### src/rtl/lcd_nibble_sequencer.sv
// lcd_nibble_sequencer: feeds the LCD base driver. Runs the HD44780 4-bit
// power-on init (nibbles 3,3,3,2), then sends bytes as two nibbles. Each
// nibble steps the phase counter 0..3, and the controller's execution waits
// are enforced between nibbles.
//
// Request handshake: a byte transfers on a rising clk edge where
// req_valid & req_ready are both high. req_ready is high only in IDLE, so at
// most one byte is in flight. req_rs/req_long/req_data are sampled only on
// that cycle. A request that arrives while the sequencer is busy is held off,
// not dropped.
module lcd_nibble_sequencer #(
    parameter int PHASE_CYCLES = 12,
    parameter int POWERON_WAIT = 750000,
    parameter int INIT_WAIT1   = 205000,
    parameter int INIT_WAIT2   = 5000,
    parameter int NIBBLE_GAP   = 50,
    parameter int CMD_WAIT     = 2000,
    parameter int LONG_WAIT    = 82000
) (
    input  logic       clk,
    input  logic       rst_n,
    input  logic       req_valid,
    input  logic       req_rs,
    input  logic       req_long,
    input  logic [7:0] req_data,
    output logic       req_ready,
    output logic       init_done,
    output logic       rs_signal,
    output logic [3:0] data_out,
    output logic [1:0] counter,
    output logic [2:0] fsm_state
);

    typedef enum logic [2:0] {
        PWR_WAIT, INIT_NIB, INIT_WAIT, IDLE, HI_NIB, GAP, LO_NIB, POST_WAIT
    } state_t;

    // The timer is loaded with N-1 on entry, so a wait of N holds the state
    // for exactly N clocks.
    localparam logic [19:0] T_PHASE = 20'(PHASE_CYCLES - 1);
    localparam logic [19:0] T_PWR   = 20'(POWERON_WAIT - 1);
    localparam logic [19:0] T_INIT1 = 20'(INIT_WAIT1 - 1);
    localparam logic [19:0] T_INIT2 = 20'(INIT_WAIT2 - 1);
    localparam logic [19:0] T_GAP   = 20'(NIBBLE_GAP - 1);
    localparam logic [19:0] T_CMD   = 20'(CMD_WAIT - 1);
    localparam logic [19:0] T_LONG  = 20'(LONG_WAIT - 1);

    state_t      state_q, state_d;
    logic [19:0] timer_q, timer_d;
    logic [1:0]  phase_q, phase_d;
    logic [1:0]  idx_q, idx_d;
    logic        done_q, done_d;
    logic [3:0]  lo_q, lo_d;
    logic        long_q, long_d;
    logic [3:0]  nib_q, nib_d;
    logic        rs_q, rs_d;
    logic        timer_zero;

    assign timer_zero = (timer_q == 20'd0);

    // State register: every piece of sequencer state, synchronous reset.
    always_ff @(posedge clk) begin
        if (!rst_n) begin
            state_q <= PWR_WAIT;
            timer_q <= T_PWR;
            phase_q <= 2'd0;
            idx_q   <= 2'd0;
            done_q  <= 1'b0;
            lo_q    <= 4'd0;
            long_q  <= 1'b0;
            nib_q   <= 4'd0;
            rs_q    <= 1'b0;
        end else begin
            state_q <= state_d;
            timer_q <= timer_d;
            phase_q <= phase_d;
            idx_q   <= idx_d;
            done_q  <= done_d;
            lo_q    <= lo_d;
            long_q  <= long_d;
            nib_q   <= nib_d;
            rs_q    <= rs_d;
        end
    end

    // Next-state logic: timer countdown, phase stepping and state transitions.
    always_comb begin
        state_d = state_q;
        timer_d = timer_zero ? timer_q : timer_q - 20'd1;
        phase_d = phase_q;
        idx_d   = idx_q;
        done_d  = done_q;
        lo_d    = lo_q;
        long_d  = long_q;
        nib_d   = nib_q;
        rs_d    = rs_q;
        case (state_q)
            PWR_WAIT: begin
                if (timer_zero) begin
                    state_d = INIT_NIB;
                    timer_d = T_PHASE;
                    phase_d = 2'd0;
                    nib_d   = 4'h3;
                    rs_d    = 1'b0;
                end
            end
            INIT_NIB, HI_NIB, LO_NIB: begin
                if (timer_zero) begin
                    if (phase_q != 2'd3) begin
                        phase_d = phase_q + 2'd1;
                        timer_d = T_PHASE;
                    end else begin
                        phase_d = 2'd0;
                        if (state_q == INIT_NIB) begin
                            state_d = INIT_WAIT;
                            case (idx_q)
                                2'd0:    timer_d = T_INIT1;
                                2'd1:    timer_d = T_INIT2;
                                default: timer_d = T_CMD;
                            endcase
                        end else if (state_q == HI_NIB) begin
                            state_d = GAP;
                            timer_d = T_GAP;
                        end else begin
                            state_d = POST_WAIT;
                            timer_d = long_q ? T_LONG : T_CMD;
                        end
                    end
                end
            end
            INIT_WAIT: begin
                if (timer_zero) begin
                    if (idx_q == 2'd3) begin
                        state_d = IDLE;
                        done_d  = 1'b1;
                    end else begin
                        idx_d   = idx_q + 2'd1;
                        state_d = INIT_NIB;
                        timer_d = T_PHASE;
                        phase_d = 2'd0;
                        // The last init nibble (index 3) is 2, the rest are 3.
                        nib_d   = (idx_q == 2'd2) ? 4'h2 : 4'h3;
                        rs_d    = 1'b0;
                    end
                end
            end
            IDLE: begin
                if (req_valid) begin
                    state_d = HI_NIB;
                    timer_d = T_PHASE;
                    phase_d = 2'd0;
                    nib_d   = req_data[7:4];
                    lo_d    = req_data[3:0];
                    rs_d    = req_rs;
                    long_d  = req_long;
                end
            end
            GAP: begin
                if (timer_zero) begin
                    state_d = LO_NIB;
                    timer_d = T_PHASE;
                    phase_d = 2'd0;
                    nib_d   = lo_q;
                end
            end
            POST_WAIT: begin
                if (timer_zero) state_d = IDLE;
            end
            default: state_d = PWR_WAIT;
        endcase
    end

    // Outputs: the phase is shown only inside a nibble window, so E pulses
    // exactly once per nibble. Nibble and RS are held between updates.
    always_comb begin
        counter   = 2'd0;
        if (state_q == INIT_NIB || state_q == HI_NIB || state_q == LO_NIB)
            counter = phase_q;
        req_ready = (state_q == IDLE);
        init_done = done_q;
        data_out  = nib_q;
        rs_signal = rs_q;
        fsm_state = state_q;
    end

endmodule

### config.mk
export PLATFORM = sky130hd
export DESIGN_NAME = lcd_nibble_sequencer
export DESIGN_NICKNAME = d
export VERILOG_FILES = /design/src/rtl/lcd_nibble_sequencer.sv
export SDC_FILE = /design/constraint.sdc
export NUM_CORES = 1
export LEC_CHECK = 0
export CORE_MARGIN = 2
export CORE_UTILIZATION = 45
export DETAILED_ROUTE_END_ITERATION = 16
export GPL_TIMING_DRIVEN = 0
export HOLD_SLACK_MARGIN = 0.06
export MAX_ROUTING_LAYER = met4
export PLACE_DENSITY = 0.68
export SLEW_MARGIN = 40
export SYNTH_ARGS = -nofsm -noshare
export SYNTH_HDL_FRONTEND = slang
export SYNTH_SLANG_ARGS = --single-unit
### constraint.sdc
create_clock -name clk -period 2.78 [get_ports clk]
set_clock_uncertainty 0.1 [all_clocks]
set_input_delay 0.556 -clock clk [delete_from_list [all_inputs] [get_ports clk]]
set_output_delay 0.556 -clock clk [all_outputs]
set_load 0.1 [all_outputs]
Yosys cells after proc, flatten, opt, wreduce, memory -nomap -nowiden. Cells that the tools add are included.

$add $sub $neg: 3. Eq/ne operators: 20. Muxes and demuxes: 43. Bitwise operators: 1. Reductions and logical operators: 17.

Operators by type and width (number): $mux 20 (8); $pmux 20 s4 (1); $pmux 18 s2 (1); $mux 17 (2); $mux 3 (8); $logic_not 20->1 (1); $mux 4 (5); $sub 20x1->20 const B (1); $mux 2 (9); $ne 2x2->1 const B (9); $pmux 3 s6 (1); $pmux 4 s4 (1); $eq 3x3->1 const B (4); $reduce_and 6->1 (2); $pmux 2 s4 (1); $reduce_bool 4->1 (2); $reduce_and 7->1 (1); $eq 3x2->1 const B (2); $reduce_and 3->1 (2); $mux 1 (5); $reduce_and 5->1 (1); $add 2x1->2 const B (2); $eq 2x2->1 const B (2); $eq 3x1->1 const B (1); 11 further kinds (12).

Register bits: 38. Bits of input ports: 13. Output and inout port bits: 12. Word-level logic and storage cells: 93.

Logic depth before layout (Yosys ltp).
Word-level depth: 6. Depth in mapped cells: 11.

Worst setup path after synthesis. Ideal clock, no wire load.

Path type: register to output. Start point: reg state_q[0], in the netlist fsm_state[0]. End point: out counter[0]. Arrival time: 3.034 ns. Setup slack: -0.910 ns. Cell stages (with the launch flop): 4. Cell sequence: dfxtp_1 nor3b_1 nor2_1 nor2b_1.

Cells in the longest elaborated chain, start to end: 4. Elaborated cells on any way between the ends: 6. Classes of those cells: eq/ne (3); mux (1); reduce/logical (2).

Ends and longest elaborated chain: start: declaration (RTL line 48) `state_t state_q, state_d;`; start signal: assignment (RTL line 74) `state_q <= state_d;`; $eq 3x1->1 / $eq 3x3->1 (equally long branches) (RTL line 177) `if (state_q == INIT_NIB || state_q == HI_NIB || state_q == LO_NIB)`; $logic_or 1x1->1 (RTL line 177); $logic_or 1x1->1 * (RTL line 177); $mux 2 * (RTL line 177); end: declaration (RTL line 30) `output logic [1:0] counter,`.

Every way passes the cells marked *; elsewhere a longest branch is shown, timed or not.

Worst setup path after layout.
Start point: reg timer_q[11]. End point: reg timer_q[0].

Cells in the longest elaborated chain, start to end: 5. Elaborated cells on any way between the ends: 8. Classes of those cells: mux (7); reduce/logical (1).

Ends and longest elaborated chain: start: declaration (RTL line 49) `logic [19:0] timer_q, timer_d;`; start signal: assignment (RTL line 75) `timer_q <= timer_d;`; $logic_not 20->1 * (RTL line 59) `assign timer_zero = (timer_q == 20'd0);`; $mux 20 (RTL line 89) `timer_d = timer_zero ? timer_q : timer_q - 20'd1;`; $mux 20 (RTL line 133) `if (idx_q == 2'd3) begin`; $mux 20 (RTL line 132) `if (timer_zero) begin`; $pmux 20 s4 * (RTL line 97) `case (state_q)`.

Marks and branches as above. A chain may end at the register's enable or synchronous reset.

==> run_results.csv <==
group,metric,value,unit
synthesis,synth_area_per_cell,7.822,um^2
synthesis,ys_async_sr_fraction,0,
synthesis,syn-cell-area,2331,um^2
placement,dp.cells,392,
route,first_iter_violations,142,
placement,place.port_buffers,24,
pwr,ir_worst_vdd,0.2207,mV
run_status,status,"finished clean",
worst_setup_path,required,2.86,ns
pwr,p_leak,1.042,nW
route,routed_wirelength,6.225,mm
clock_tree,cts_tree,"done",
pwr,powerDensity,360.4,nW/um^2
route,drc,0,
synthesis,ys_warn_count,0,
worst_setup_path,r2r_start,"timer_q[11]",
synthesis,yosysUniqueCellTypes,57,
cells_and_area,final_cell_mix,"dfxtp_1, nor2_1, a21oi_1",
run,drv_cap,0,
die,initial_utilization,0.4623,
cells_and_area,design_area,2776,um^2
synthesis,synth_cells,298,
timing,setup_slack,0.1046,ns
placement,place_congestion,0.9759,
synthesis,ys_ff_latch,38,
global_routing,antenna_found_initial,0,
timing,drv_slew,0,
die,die_w,75.97,um
clock_tree,cts_htree_levels,2,
worst_setup_path,path_max_fanout,10,
pwr,power.total,1.001,mW
cells_and_area,area_growth,19.11,%
cells_and_area,final_common_cell,"dfxtp_1",
worst_setup_path,cp-start-kind,"flop",
route,vias,2298,
die,core_area,5042,um^2
timing,fmax,373.8,MHz
worst_setup_path,cp-startpoint,"timer_q[11]",
die,rows,26,
global_routing,grt_usage,0.2241,
timing,finalHoldViolCount,0,
worst_setup_path,rr_worst_depth,10,
clock_tree,clk_pin_slew_worst_paths,0.08,ns
placement,hpwl,4.494,mm
timing,maxSlewHeadroom,0.4826,
hold_path,hp-class,"flop to flop",
timing,fin_crit_sh,0.9624,
cells_and_area,drive_gt1_frac,0.1390,
synthesis,synth_edf_count,0,
die,pin_count,25,
global_routing,grt.overflow.total,0,
synthesis,synth_ff_type,"dfxtp_1",
timing,final.setup.tns,0,ns
worst_setup_path,reg2reg_slack,0.10,ns
cells_and_area,antenna_cells,0,
cells_and_area,fin_cells,401,
timing,setup_violations,0,
clock_tree,cts_buffers,5,
placement,post-place-ws,-0.2735,ns
global_routing,grt_pass1_wl,10.20,mm
worst_setup_path,arrival,2.76,ns
cells_and_area,nNetsFinal,352,
cells_and_area,fin_util,0.5506,
clock_tree,cts_max_path_buffers,2,
clock_tree,cts-root-buf,"clkbuf_8",
synthesis,ys_seq_area_frac,0.3264,
route,post_drt_wl_per_cell,15.52,um
timing,worst_pin_slew,0.7691,ns
timing,hold_slack,0.3528,ns
clock_tree,cts_sinks,38,
route,drtPass1Iterations,5,
die,dieArea,5771,um^2
clock_tree,insertion_delay,0.30,ns
placement,post_dp_cell_area,2618,um^2
route,drt.antenna.violating_nets,0,
worst_setup_path,endpoint_kind,"flop",
die,die_h,75.97,um
route,vias_per_cell,5.731,
synthesis,syn-num-nets,320,
timing,layout_min_cycle_time,2.675,ns
global_routing,grt_pass1_vias,2094,
worst_setup_path,worstSetupPathType,"flop to flop",
global_routing,grt_start_max_net_pins,12,
worst_setup_path,timing.rr.end,"timer_q[0]",
worst_setup_path,crit_end,"timer_q[0]",
-- per-layer routing --
metal / global-route usage / part of all wire / up-vias
met5: - / 0 / -
met4: 0.09091 / 0.023 / 0
met3: 0.04502 / 0.057 / 12
met2: 0.3607 / 0.47 / 89
met1: 0.2770 / 0.45 / 1062
li1: - / - / 1135
-- worst min-delay path by stage --
stage                     start          end  slack [ns]  cells after the start
floorplan            timer_q[9]   timer_q[9]        0.34                      1
global placement    data_out[1]  data_out[1]        0.34                      2
detailed placement  data_out[1]  data_out[1]        0.34                      2
CTS                 data_out[1]  data_out[1]        0.35                      2
global route        data_out[1]  data_out[1]        0.38                      2
finish              data_out[1]  data_out[1]        0.35                      2
-- state kept, by name (all words and copies together), names as in the netlist --
name	flops
timer_q	20
rs_signal	1
lo_q	4
data_out	4
idx_q	2
fsm_state	3
long_q	1
phase_q	2
init_done	1
-- worst max-delay path: stages (launching register included) --
cell and delay, ns:
dfxtp_1 0.34, or4_4 0.58, nor2_4 0.14, and3_1 0.17, buf_4 0.16, inv_4 0.08, buf_6 0.15, ha_1 0.31
nor3b_2 0.18, a211oi_1 0.06, a2111o_1 0.29
-- report_power, final --
part | total [mW] | leakage (nW) | internal [mW] | switching (mW)
logic | 0.0448 | 0.685 | 0.0236 | 0.0212
clock network | 0.403 | 0.0482 | 0.200 | 0.203
registers | 0.552 | 0.308 | 0.547 | 0.00512
total | 1.00 | 1.04 | 0.771 | 0.229
-- cell type report --
| cell class | count | area (um^2) |
|---|---|---|
| multi-input combinational | 232 | 1518 |
| sequential | 38 | 763.2 |
| tap | 70 | 87.58 |
| clock buffer | 7 | 86.33 |
| timing repair buffer | 25 | 187.7 |
| fill | 487 | 2266 |
| buffer | 16 | 81.33 |
| clock inverter | 1 | 5.005 |
| inverter | 12 | 47.55 |
-- Yosys cell counts, drive strengths merged (6+ instances only) --
| master | n | area share |
|---|---|---|
| a21oi | 26 | 0.057 |
| buf | 6 | 0.016 |
| clkbuf | 10 | 0.016 |
| dfxtp | 38 | 0.33 |
| ha | 9 | 0.048 |
| inv | 12 | 0.019 |
| mux2i | 8 | 0.034 |
| nand2 | 23 | 0.037 |
| nand3 | 6 | 0.013 |
| nor2 | 34 | 0.055 |
| nor2b | 11 | 0.030 |
| nor3 | 7 | 0.015 |
| nor4 | 6 | 0.016 |
| o21ai | 24 | 0.052 |
| or3 | 6 | 0.016 |
| xor2 | 6 | 0.023 |
-- cell families (layout without fill, tap and decap cells) --
family          count (synthesis)  count (layout)  synth area share
mux                             9               9           0.03919
simple gates                  120             120            0.2662
buf+inv                        28              61           0.05100
flops                          38              38            0.3264
compound gates                 83              83            0.2276
fa+ha+maj                       9               9           0.04831
xor+xnor                       11              11           0.04133
-- timing repair --
action | 4_1_cts | 5_1_grt
hold buffers | 0 | 0
setup endpoints to repair | 3 | 3
setup buffers | 0 | 1
resized for setup | 6 | 8
pin swaps | 0 | 1
Note: power is estimated with default switching activity, not from simulation.
